[src/rtl/read_scheduler.sv]
// Egress packet scheduler: strict priority or weighted round robin over num_of_queues queues.
// Ports: clk, rst (async active-low), sp0_wrr1 mode, q_nonempty/q_weight_p queue status,
//        dq_ready/dq_eop read-datapath handshake, grant_vld/grant_id/busy grant outputs.
module read_scheduler #(
    parameter int num_of_queues = 8,
    parameter int weight_width  = 4,
    parameter int id_width      = 3
) (
    input  logic                                  clk,
    input  logic                                  rst,
    input  logic                                  sp0_wrr1,
    input  logic [num_of_queues-1:0]              q_nonempty,
    input  logic [num_of_queues*weight_width-1:0] q_weight_p,
    input  logic                                  dq_ready,
    input  logic                                  dq_eop,
    output logic                                  grant_vld,
    output logic [id_width-1:0]                   grant_id,
    output logic                                  busy
);

    typedef enum logic [1:0] {
        IDLE,
        RELOAD,
        GRANT,
        XFER
    } state_t;

    state_t                  state;
    logic [id_width-1:0]     rr_ptr;
    logic [weight_width-1:0] credit [num_of_queues];
    logic [weight_width-1:0] weight [num_of_queues];

    logic [num_of_queues-1:0] has_credit;
    logic [num_of_queues-1:0] has_weight;
    logic [num_of_queues-1:0] eligible;
    logic                     found;
    logic [id_width-1:0]      winner;
    logic [id_width-1:0]      winner_next;
    logic                     need_reload;

    always_comb begin
        for (int i = 0; i < num_of_queues; i++) begin
            weight[i]     = q_weight_p[i*weight_width +: weight_width];
            has_credit[i] = (credit[i] != '0);
            has_weight[i] = (weight[i] != '0);
        end
    end

    // Descending loops let the last hit (lowest index / closest to rr_ptr) win.
    always_comb begin
        eligible = sp0_wrr1 ? (q_nonempty & has_credit) : q_nonempty;
        found    = 1'b0;
        winner   = '0;
        if (!sp0_wrr1) begin
            for (int i = num_of_queues - 1; i >= 0; i--) begin
                if (eligible[i]) begin
                    found  = 1'b1;
                    winner = id_width'(i);
                end
            end
        end else begin
            for (int k = num_of_queues - 1; k >= 0; k--) begin
                if (eligible[(int'(rr_ptr) + k) % num_of_queues]) begin
                    found  = 1'b1;
                    winner = id_width'((int'(rr_ptr) + k) % num_of_queues);
                end
            end
        end
        need_reload = sp0_wrr1 && !found && |(q_nonempty & has_weight);
        winner_next = (winner == id_width'(num_of_queues - 1)) ? '0 : winner + 1'b1;
    end

    always_ff @(posedge clk or negedge rst) begin
        if (!rst) begin
            state     <= IDLE;
            rr_ptr    <= '0;
            grant_vld <= 1'b0;
            grant_id  <= '0;
            busy      <= 1'b0;
            for (int i = 0; i < num_of_queues; i++) credit[i] <= '0;
        end else begin
            grant_vld <= 1'b0;
            unique case (state)
                IDLE: begin
                    if (found && dq_ready) begin
                        grant_id  <= winner;
                        grant_vld <= 1'b1;
                        busy      <= 1'b1;
                        state     <= GRANT;
                        // Winner is eligible only with credit >= 1, so no wrap.
                        if (sp0_wrr1) begin
                            credit[winner] <= credit[winner] - weight_width'(1);
                            rr_ptr         <= winner_next;
                        end
                    end else if (need_reload) begin
                        state <= RELOAD;
                    end
                end
                RELOAD: begin
                    for (int i = 0; i < num_of_queues; i++) credit[i] <= weight[i];
                    state <= IDLE;
                end
                GRANT: begin
                    state <= XFER;
                end
                XFER: begin
                    if (dq_eop) begin
                        busy  <= 1'b0;
                        state <= IDLE;
                    end
                end
                default: state <= IDLE;
            endcase
        end
    end

endmodule

[config.mk]
export PLATFORM = sky130hd
export DESIGN_NAME = read_scheduler
export DESIGN_NICKNAME = d
export VERILOG_FILES = /design/src/rtl/read_scheduler.sv
export SDC_FILE = /design/constraint.sdc
export NUM_CORES = 1
export LEC_CHECK = 0
export CORE_MARGIN = 2
export CORE_UTILIZATION = 30
export CTS_CLUSTER_DIAMETER = 30
export DETAILED_ROUTE_END_ITERATION = 8
export PLACE_DENSITY = 0.6
export SKIP_LAST_GASP = 1
export SYNTH_ARGS = -nofsm -noshare
export SYNTH_HDL_FRONTEND = slang
export SYNTH_SLANG_ARGS = --single-unit
[constraint.sdc]
create_clock -name clk -period 13.1 [get_ports clk]
set_clock_uncertainty 0.2 [all_clocks]
set_input_delay 2.62 -clock clk [delete_from_list [all_inputs] [get_ports clk]]
set_output_delay 2.62 -clock clk [all_outputs]
set_load 0.05 [all_outputs]
**Yosys cells after proc, flatten, opt, wreduce, memory -nomap -nowiden**

Cells that the tools add are included.

- Flip-flop bits (word level): 42
- Input port bits: 45
- Output and inout port bits: 5
- Logic and storage cells: 164

- Add/sub/neg operators: 9
- $lt $le $gt $ge: 10
- Eq/ne operators: 8
- Multiplexer cells: 77
- Bitwise operators: 10
- Reductions and logical operators: 37

Operator list:

| cell | number |
|---|---|
| 32-bit two-way mux | 2 |
| 32-bit one-hot mux with 2 select lines | 1 |
| 4-bit nonzero test | 16 |
| 3-bit two-way mux | 18 |
| 1-bit two-way mux | 36 |
| 4-bit by 5-bit less-than comparator with 1-bit output (second input constant) | 7 |
| 32-bit bitwise mux | 1 |
| 1-bit binary-select mux with 3-bit select | 8 |
| 3-bit OR reduction | 7 |
| 8-bit AND | 2 |
| 3-bit adder (second input constant) | 4 |
| 4-bit binary-select mux with 3-bit select | 1 |
| 4-bit demux with 3-bit select | 1 |
| 4-bit two-way mux | 3 |
| 3-bit AND reduction | 3 |
| 8-bit two-way mux | 1 |
| 2-bit one-hot mux with 4 select lines | 1 |
| 8-bit OR reduction | 1 |
| 1-bit AND (first input constant) | 7 |
| 3-bit by 1-bit adder with 3-bit output (second input constant) | 2 |
| 3-bit by 2-bit adder with 3-bit output (second input constant) | 2 |
| 2-bit two-way mux | 3 |
| 2-bit inequality test (second input constant) | 3 |
| 2-bit equality test (second input constant) | 2 |
| 14 further kinds | 19 |

**Longest topological paths before layout**

- Depth after elaboration: 24
- Mapped depth: 23
- Depth with buffers taken out: 18

**Worst setup path before layout**

No wires, ideal clock.

- Path kind: input-to-reg
- Start: input port sp0_wrr1
- End: register credit[21] (netlist bit)
- Setup time: 126 ps
- Data arrival time: 6,099 ps
- Data required time: 12,774 ps
- Path slack: 6,674 ps
- Cell stages on the path: 16
- Path buffers: 2
- Cell sequence: buf_4 or3b_1 o21a_1 a21o_1 mux4_2 mux2_2 o311ai_4 o21ai_4 inv_6 mux2i_1 mux2_2 inv_1 ha_1 buf_1 nor3_1 a221o_1

- Word-level cells in the longest chain between the ends: 22
- Elaborated cells between the ends (all ways): 76
- Classes of those cells: add/sub (1); order compare (2); eq/ne (2); mux (67); bitwise (1); reduce/logical (3)

RTL lines:

| what | line | source |
|---|---|---|
| start: declaration | 11 | `input logic sp0_wrr1,` |
| 8-bit two-way mux | 51 | `eligible = sp0_wrr1 ? (q_nonempty & has_credit) : q_nonempty;` |
| 1-bit binary-select mux with 3-bit select | 63 | `if (eligible[(int'(rr_ptr) + k) % num_of_queues]) begin` |
| 1-bit two-way mux (implied by the code) (2 in a row) | 63 |  |
| 3-bit two-way mux (8 in a row) | 63 |  |
| 3-bit two-way mux | 54 | `if (!sp0_wrr1) begin` |
| 3-bit NOT with 4-bit output (implied by the code) | 92 | `credit[winner] <= credit[winner] - weight_width'(1);` |
| 4-bit binary-select mux with 3-bit select (tied with other cells) | 92 |  |
| 4-bit two-way mux (implied by the code) or 1-bit logical AND (tied branches) | 92 |  |
| 4-bit two-way mux (implied by the code) | 92 |  |
| 4-bit by 1-bit subtractor with 4-bit output or 4-bit demux with 3-bit select (tied branches) | 92 |  |
| 32-bit bitwise mux | 92 |  |
| 32-bit two-way mux | 91 | `if (sp0_wrr1) begin` |
| 32-bit two-way mux | 85 | `if (found && dq_ready) begin` |
| 32-bit one-hot mux with 2 select lines | 83 | `unique case (state)` |
| end signal: indexed assignment | 92 |  |
| end: declaration | 30 | `logic [weight_width-1:0] credit [num_of_queues];` |

Parallel ways exist; a longest one is shown, timed or not. The select of a mux whose other input is x is not followed.
A chain may end at the register's enable or synchronous reset.

**Final worst setup path**

- Start: input port sp0_wrr1
- End: register credit[18] (netlist bit)

The elaborated chain is that of the path after synthesis.

==> summary.txt <==
Outcome
  – Outcome: finished clean

Clock network
  – Post-CTS setup buffer count: 0
  – Root Buffer: clkbuf_16
  – Skew-Pair Late Insertion Delay: 0.29 ns
  – Worst-path clk slew: 0.06 ns
  – Clk buf depth: 2
  – H-tree depth: 2
  – CTS tree: built
  – CTS Sinks: 42
  – Total CTS buffers: 5
  – Hold buffer count at CTS: 0
  – Post-CTS sizing: 0

Global route
  – Largest net degree at the start of global routing: 49
  – Met2 usage: 0.320
  – Vias in the first global route: 3589
  – Global-route met1 utilization: 0.255
  – Remaining global-route overflow: 0
  – GRT Total Usage: 0.191
  – M3 GR Usage: 0.0204
  – First-pass GRT wire length: 19900 um
  – Most crowded layer after global routing: met2
  – Initial antenna violation count: 0

Hold path
  – Hold Startpoint: busy
  – Hold Crit Class: flop to flop
  – WHS Endpoint: busy
  – Hold path cells: 2

Layout
  – Antenna cell count: 0
  – Final #Nets: 485
  – Layout cells sized above 1: 0.140
  – Fillers: 1294
  – Area grow syn2layout: 21.2%

Place
  – Detailed placement HPWL: 9490 um
  – Port buffer count: 49
  – Gpl congestion: 0.942

STA
  – Pins Over Slew Limit: 0
  – Slew headroom: 0.337
  – RSZ-0062 raised after global routing: no
  – Final min period: 7.90 ns
  – Final worst-path cycle share: 0.603
  – Setup TNS after final layout: 0 ns
  – Fmax: 127 MHz
  – Worst-Margin Slew: 0.992 ns
  – Final setup fails: 0
  – Final hold violations: 0

Route
  – First-pass iteration count of the detailed router: 5
  – Vias: 3682
  – Routed WL: 12600 um
  – Iter 0 DRT Violations: 268
  – Final ANT Viol Nets: 0
  – Routed wire per std cell: 20.9 um
  – DRC Markers: 0
  – Detailed-route vias per instance: 6.10

Floorplanning
  – Die width: 116 um
  – Initial core utilization: 0.311
  – Cell row count: 40
  – Die area: 13500 sq um
  – Die H: 116 um
  – I/O pin count: 50
  – Core area: 12100 sq um

Synth
  – Synth Instances: 401
  – Post-Syn Area: 3760 sq um
  – Synth cell types: 72
  – YS warnings: 0
  – Synth Net Count: 451
  – Mux contribution to synthesized area: 0.166
  – Post-synthesis adder-cell area fraction: 0.0166
  – Post-synth ARST share: 1.00
  – Largest family of logic cells by synthesized area: compound AO/OA/AOI/OAI gates
  – Syn avg cell area: 9.38 sq um
  – Post-synthesis sequential area ratio: 0.279
  – EDFF count, synth: 0
  – Synth Flop Type: dfrtp_1
  – Simple-gate share of the synthesized area: 0.157
  – Post-synthesis compound-gate area fraction: 0.326
  – Synth Area in XOR/XNOR: 0.0113
  – Flop and latch count out of synthesis: 42

Run
  – Maxcap violations: 0

Critical path
  – Max FO, Critical Path: 20
  – R2r setup slk: 6.31 ns
  – RR Endpoint: credit[18]
  – Worst Path Arrival: 7.85 ns
  – R2r startpoint: rr_ptr[0]
  – Kind of critical path: primary input to flop
  – CP required: 13.05 ns
  – Element type at the critical path end: flop
  – Worst R2R Path Depth: 18
  – CP Launch Type: primary input
## flip-flops by register name, summed over array words and instances (netlist names)
signal and count:
state 2, busy 1, rr_ptr 3, grant_vld 1, grant_id 3, credit 32
## cells in the final DEF (no fill, tap or decap), types with 3 or more instances in the layout
| cell | count |
|---|---|
| clkdlybuf4s50_1 | 48 |
| dfrtp_1 | 42 |
| a22oi_1 | 26 |
| mux2i_1 | 25 |
| a21oi_1 | 25 |
| o21ai_0 | 23 |
| nor2_1 | 23 |
| nand3_1 | 18 |
| nand2_1 | 15 |
| mux4_2 | 14 |
| nor3_1 | 11 |
| o21ai_1 | 9 |
| o41ai_1 | 9 |
| o31ai_2 | 8 |
| a221o_1 | 8 |
| nor4_1 | 6 |
| inv_1 | 6 |
| a21o_1 | 6 |
| or2_2 | 5 |
| a2111oi_0 | 5 |
| ha_1 | 5 |
| clkbuf_16 | 5 |
| mux2_2 | 4 |
| o31ai_1 | 4 |
| a31oi_1 | 4 |
| and2_1 | 4 |
| nand4_1 | 4 |
| or3b_1 | 3 |
| a21boi_0 | 3 |
| o21a_1 | 3 |
| nand3b_1 | 3 |
| o211ai_1 | 3 |
| a211oi_1 | 3 |
| or3_1 | 3 |
## through the flow
stage	setup slack [ns]	utilization	instances	hold slack [ns]	instance area [sq um]
6_report	5.20	0.376	604	0.310	4560
5_1_grt	5.00	0.376	604	0.371	4560
4_1_cts	5.30	0.376	604	0.317	4560
3_5_place_dp	5.00	0.360	596	0.303	4360
3_3_place_gp	5.12	0.360	596	0.295	4360
2_1_floorplan	6.67	-	401	0.286	3760
## worst max path at each step
stage               startpoint    endpoint  depth (start not counted)
global placement      sp0_wrr1  credit[26]                         17
floorplan             sp0_wrr1  credit[21]                         16
CTS                   sp0_wrr1  credit[18]                         17
global route          sp0_wrr1   credit[6]                         17
finish                sp0_wrr1  credit[18]                         17
detailed placement    sp0_wrr1  credit[18]                         17
## worst max-delay path, stage by stage
cell,delay [ns]
clkdlybuf4s50_1,0.91
or3b_1,0.45
o311ai_2,0.45
o21ai_0,0.19
mux4_2,0.56
or2_4,0.30
o31ai_2,0.21
nor3_2,0.07
buf_4,0.22
inv_2,0.22
mux2i_1,0.23
mux2i_1,0.09
mux2_2,0.37
inv_1,0.09
ha_1,0.19
xor2_2,0.52
o21ai_1,0.16
## cell type report
class / count / area (sq um) / area share
Inverter: 10 / 42.5 / 0.00933
Timing Repair Buffer: 51 / 500 / 0.110
Multi-Input combinational cell: 325 / 2550 / 0.561
Tap cell: 168 / 210 / 0.0461
Clock inverter: 2 / 60.1 / 0.0132
Sequential cell: 42 / 1050 / 0.231
Clock buffer: 6 / 139 / 0.0305
## cell families after synthesis
group,after synthesis
multiplexers,44
buffers and inverters,34
AND/OR/NAND/NOR,110
XOR/XNOR,4
adder cells (fa/ha/maj),5
AO/OA/AOI/OAI,162
flip-flops,42
## routing by layer
layer | part of all wire | wire, um | vias up
met3 | 0.066 | 834 | 25
met1 | 0.43 | 5410 | 1808
met2 | 0.48 | 6060 | 169
met4 | 0.026 | 331 | 0
met5 | 0 | 0 | -
li1 | - | - | 1680
## cell usage after synthesis (all sizes together) (11+ instances only)
master  number  area share
a21oi       26       0.038
a22oi       26       0.052
buf         11       0.019
clkbuf      13       0.013
dfrtp       42        0.28
mux2i       25       0.067
mux4        14       0.084
nand2       15       0.015
nand3       18       0.024
nor2        23       0.023
nor3        12       0.016
o21ai       34       0.049
o31ai       12       0.035
Power is not shown: default switching activity piles up to over one toggle a cycle in this logic, so the estimate is an artifact.
==> patch (same flow settings) <==
Change the parameter `num_of_queues` from 8 to 4.
--- a/src/rtl/read_scheduler.sv
+++ b/src/rtl/read_scheduler.sv
@@ -2,7 +2,7 @@
 // Ports: clk, rst (async active-low), sp0_wrr1 mode, q_nonempty/q_weight_p queue status,
 //        dq_ready/dq_eop read-datapath handshake, grant_vld/grant_id/busy grant outputs.
 module read_scheduler #(
-    parameter int num_of_queues = 8,
+    parameter int num_of_queues = 4,
     parameter int weight_width  = 4,
     parameter int id_width      = 3
 ) (
Interface: changed (resized q_nonempty and q_weight_p); port bits go from 50 to 30. The function was not compared with the original's and may differ.
==> patch against the original RTL <==
Area after synthesis shrank 59%. Setup slack better by 1.8 ns. Final area is 58% lower. Sequential cell count fell by 18. Routed wire length fell by 66%. Register-to-register slack better by 3.1 ns. Critical path depth fell by 6. Critical endpoint is now credit[1].
==> patch: results (changes against the original RTL) <==
Outcome = completed
Min-delay src = grant_id[0]
Pre-antenna DRT Iters = 5 (unchanged)
GRT overflow = 0 (unchanged)
Port buffer count = 28 (-43%)
H-tree levels = 1 (-1)
Post-synthesis sequential area ratio = 39.28% (+11 points)
Initial DRC Count = 171 (-36%)
Routability Congestion = 0.8482 (-9.9%)
Biggest register = credit
Async SR Flop Fraction = 100.0% (unchanged)
Post-CTS setup repair buffer count = 0 (unchanged)
FF-to-FF End = credit[1]
Vias in the first global route = 1,312 (-63%)
Antenna cells = 0 (unchanged)
Synth area leaders = dfrtp_1 39%, a22oi_1 6.9%, ha_1 4.1%
Hold path cells = 1 (-1)
Layout cells sized above 1 = 8.696% (-5.3 points)
Crit path DAT = 6.05 ns (-1.80 ns)
Max clock buf depth = 2 (unchanged)
Class of the worst hold path = reg2reg
First-pass GRT wire length = 6.817 mm (-66%)
Hold Path End = grant_id[0]
Initial antenna violation count = 0 (unchanged)
Reg2Reg Depth = 10 (-8)
CTS Buf Count = 3 (-2)
Crit Path Max Fanout = 12 (-40%)
Slew @ Worst Pin = 1.089 ns (+0.09736 ns)
Hpwl dp = 3.289 mm (-65%)
Setup WS pre-CTS = 6.751 ns (+1.750 ns)
Count of cell types in the netlist = 48 (-33%)
NumNets Final = 215 (-56%)
Max IR drop VDD = 81.55 uV
Max FFs per register = 16 (-50%)
Detailed-route via count = 1,389 (-62%)
Syn. warnings = 0 (unchanged)
Fill count = 515 (-60%)
GR Util All Layers = 15.77% (-3.3 points)
PostCTS Resize Cnt = 0 (unchanged)
Reg2reg start = credit[12]
Largest net degree at the start of global routing = 25 (-49%)
DR WL/cell = 16.93 um (-19%)
Top cells by count, synth = 24 x dfrtp_1, 16 x nand2_1, 14 x a22oi_1
Root buffer cell = clkbuf_8
Post-Syn Nets = 189 (-58%)
Lkg Pwr = 0.7625 nW
Reg2reg setup slack = 9.42 ns (+3.11 ns)
Clock latency on the worst-skew pair = 0.26 ns (-0.03 ns)
Reg clk slew, reported paths = 0.09 ns (+0.03 ns)
==> patch: cell count changes in the layout (fill, tap and decap cells not counted), moves of 11 or more <==
cell,delta
o21ai_0,-18
nor2_1,-17
clkdlybuf4s50_1,-20
dfrtp_1,-18
nand3_1,-11
mux2i_1,-20
a22oi_1,-12
mux4_2,-13
a21oi_1,-16
==> patch: metrics by stage <==
step | power [mW] | hold slack [ns] | cells | cell area (sq um) | utilization (%)
after floorplan | 0.3100 | 0.2872 | 159 | 1529 | -
after global placement | 0.3817 | 0.2925 | 247 | 1862 | 38.65
after detailed placement | 0.3800 | 0.2813 | 247 | 1862 | 38.65
after CTS | 0.4320 | 0.3114 | 251 | 1917 | 39.79
after global routing | 0.4620 | 0.3433 | 251 | 1917 | 39.79
final | 0.4321 | 0.2994 | 251 | 1917 | 39.79
==> patch: worst max path at each step <==
stage	start	to	slack, ns
after detailed placement	sp0_wrr1	credit[13]	6.75
after CTS	sp0_wrr1	credit[13]	7.03
after floorplan	sp0_wrr1	credit[13]	7.86
final	sp0_wrr1	credit[1]	7.00
after global routing	sp0_wrr1	credit[13]	6.78
after global placement	sp0_wrr1	credit[13]	6.81
==> patch: cell families (layout without fill, tap and decap cells) <==
kind of cell,Yosys count,in the layout,share of synthesized area (%)
compound gates,54,54,25.53
other cells,1,1,0.2453
buf+inv,14,39,4.255
simple gates,49,49,17.43
mux,11,11,8.592
xor+xnor,1,1,0.5729
fa+ha+maj,5,5,4.092
flops,24,24,39.28
==> patch: worst max-delay path, cell delays in order <==
cell and delay, ns:
clkdlybuf4s50_1 0.68, or3b_1 0.42, o31ai_2 0.34, o221ai_2 0.15, a32o_1 0.43, mux2i_1 0.19, mux2i_2 0.44, inv_2 0.05
ha_1 0.38, nor2_1 0.08, a221o_1 0.26
==> patch: final cells by class <==
type	count	area (sq um)	share of cell area [%]
Multi-Input combinational cell	121	863.3	45.04
Sequential cell	24	600.6	31.33
Timing Repair Buffer	30	295.3	15.40
Tap cell	67	83.83	4.373
Clock buffer	4	55.05	2.872
Inverter	5	18.77	0.9791
==> patch: layer usage <==
metal / track usage, % / vias to the layer above / part of all wire, %
met4: 3.509 / 0 / 0.64
met2: 24.44 / 64 / 46
li1: - / 656 / -
met3: 1.852 / 2 / 6.7
met5: 0 / - / 0
met1: 23.62 / 667 / 47
==> patch: report_power, final <==
part	internal, mW	total [mW]	leakage [nW]	switching [mW]
logic	0.0958	0.234	0.439	0.138
clock network	0.0268	0.0511	0.0288	0.0243
registers	0.109	0.147	0.294	0.0375
total	0.232	0.432	0.762	0.200
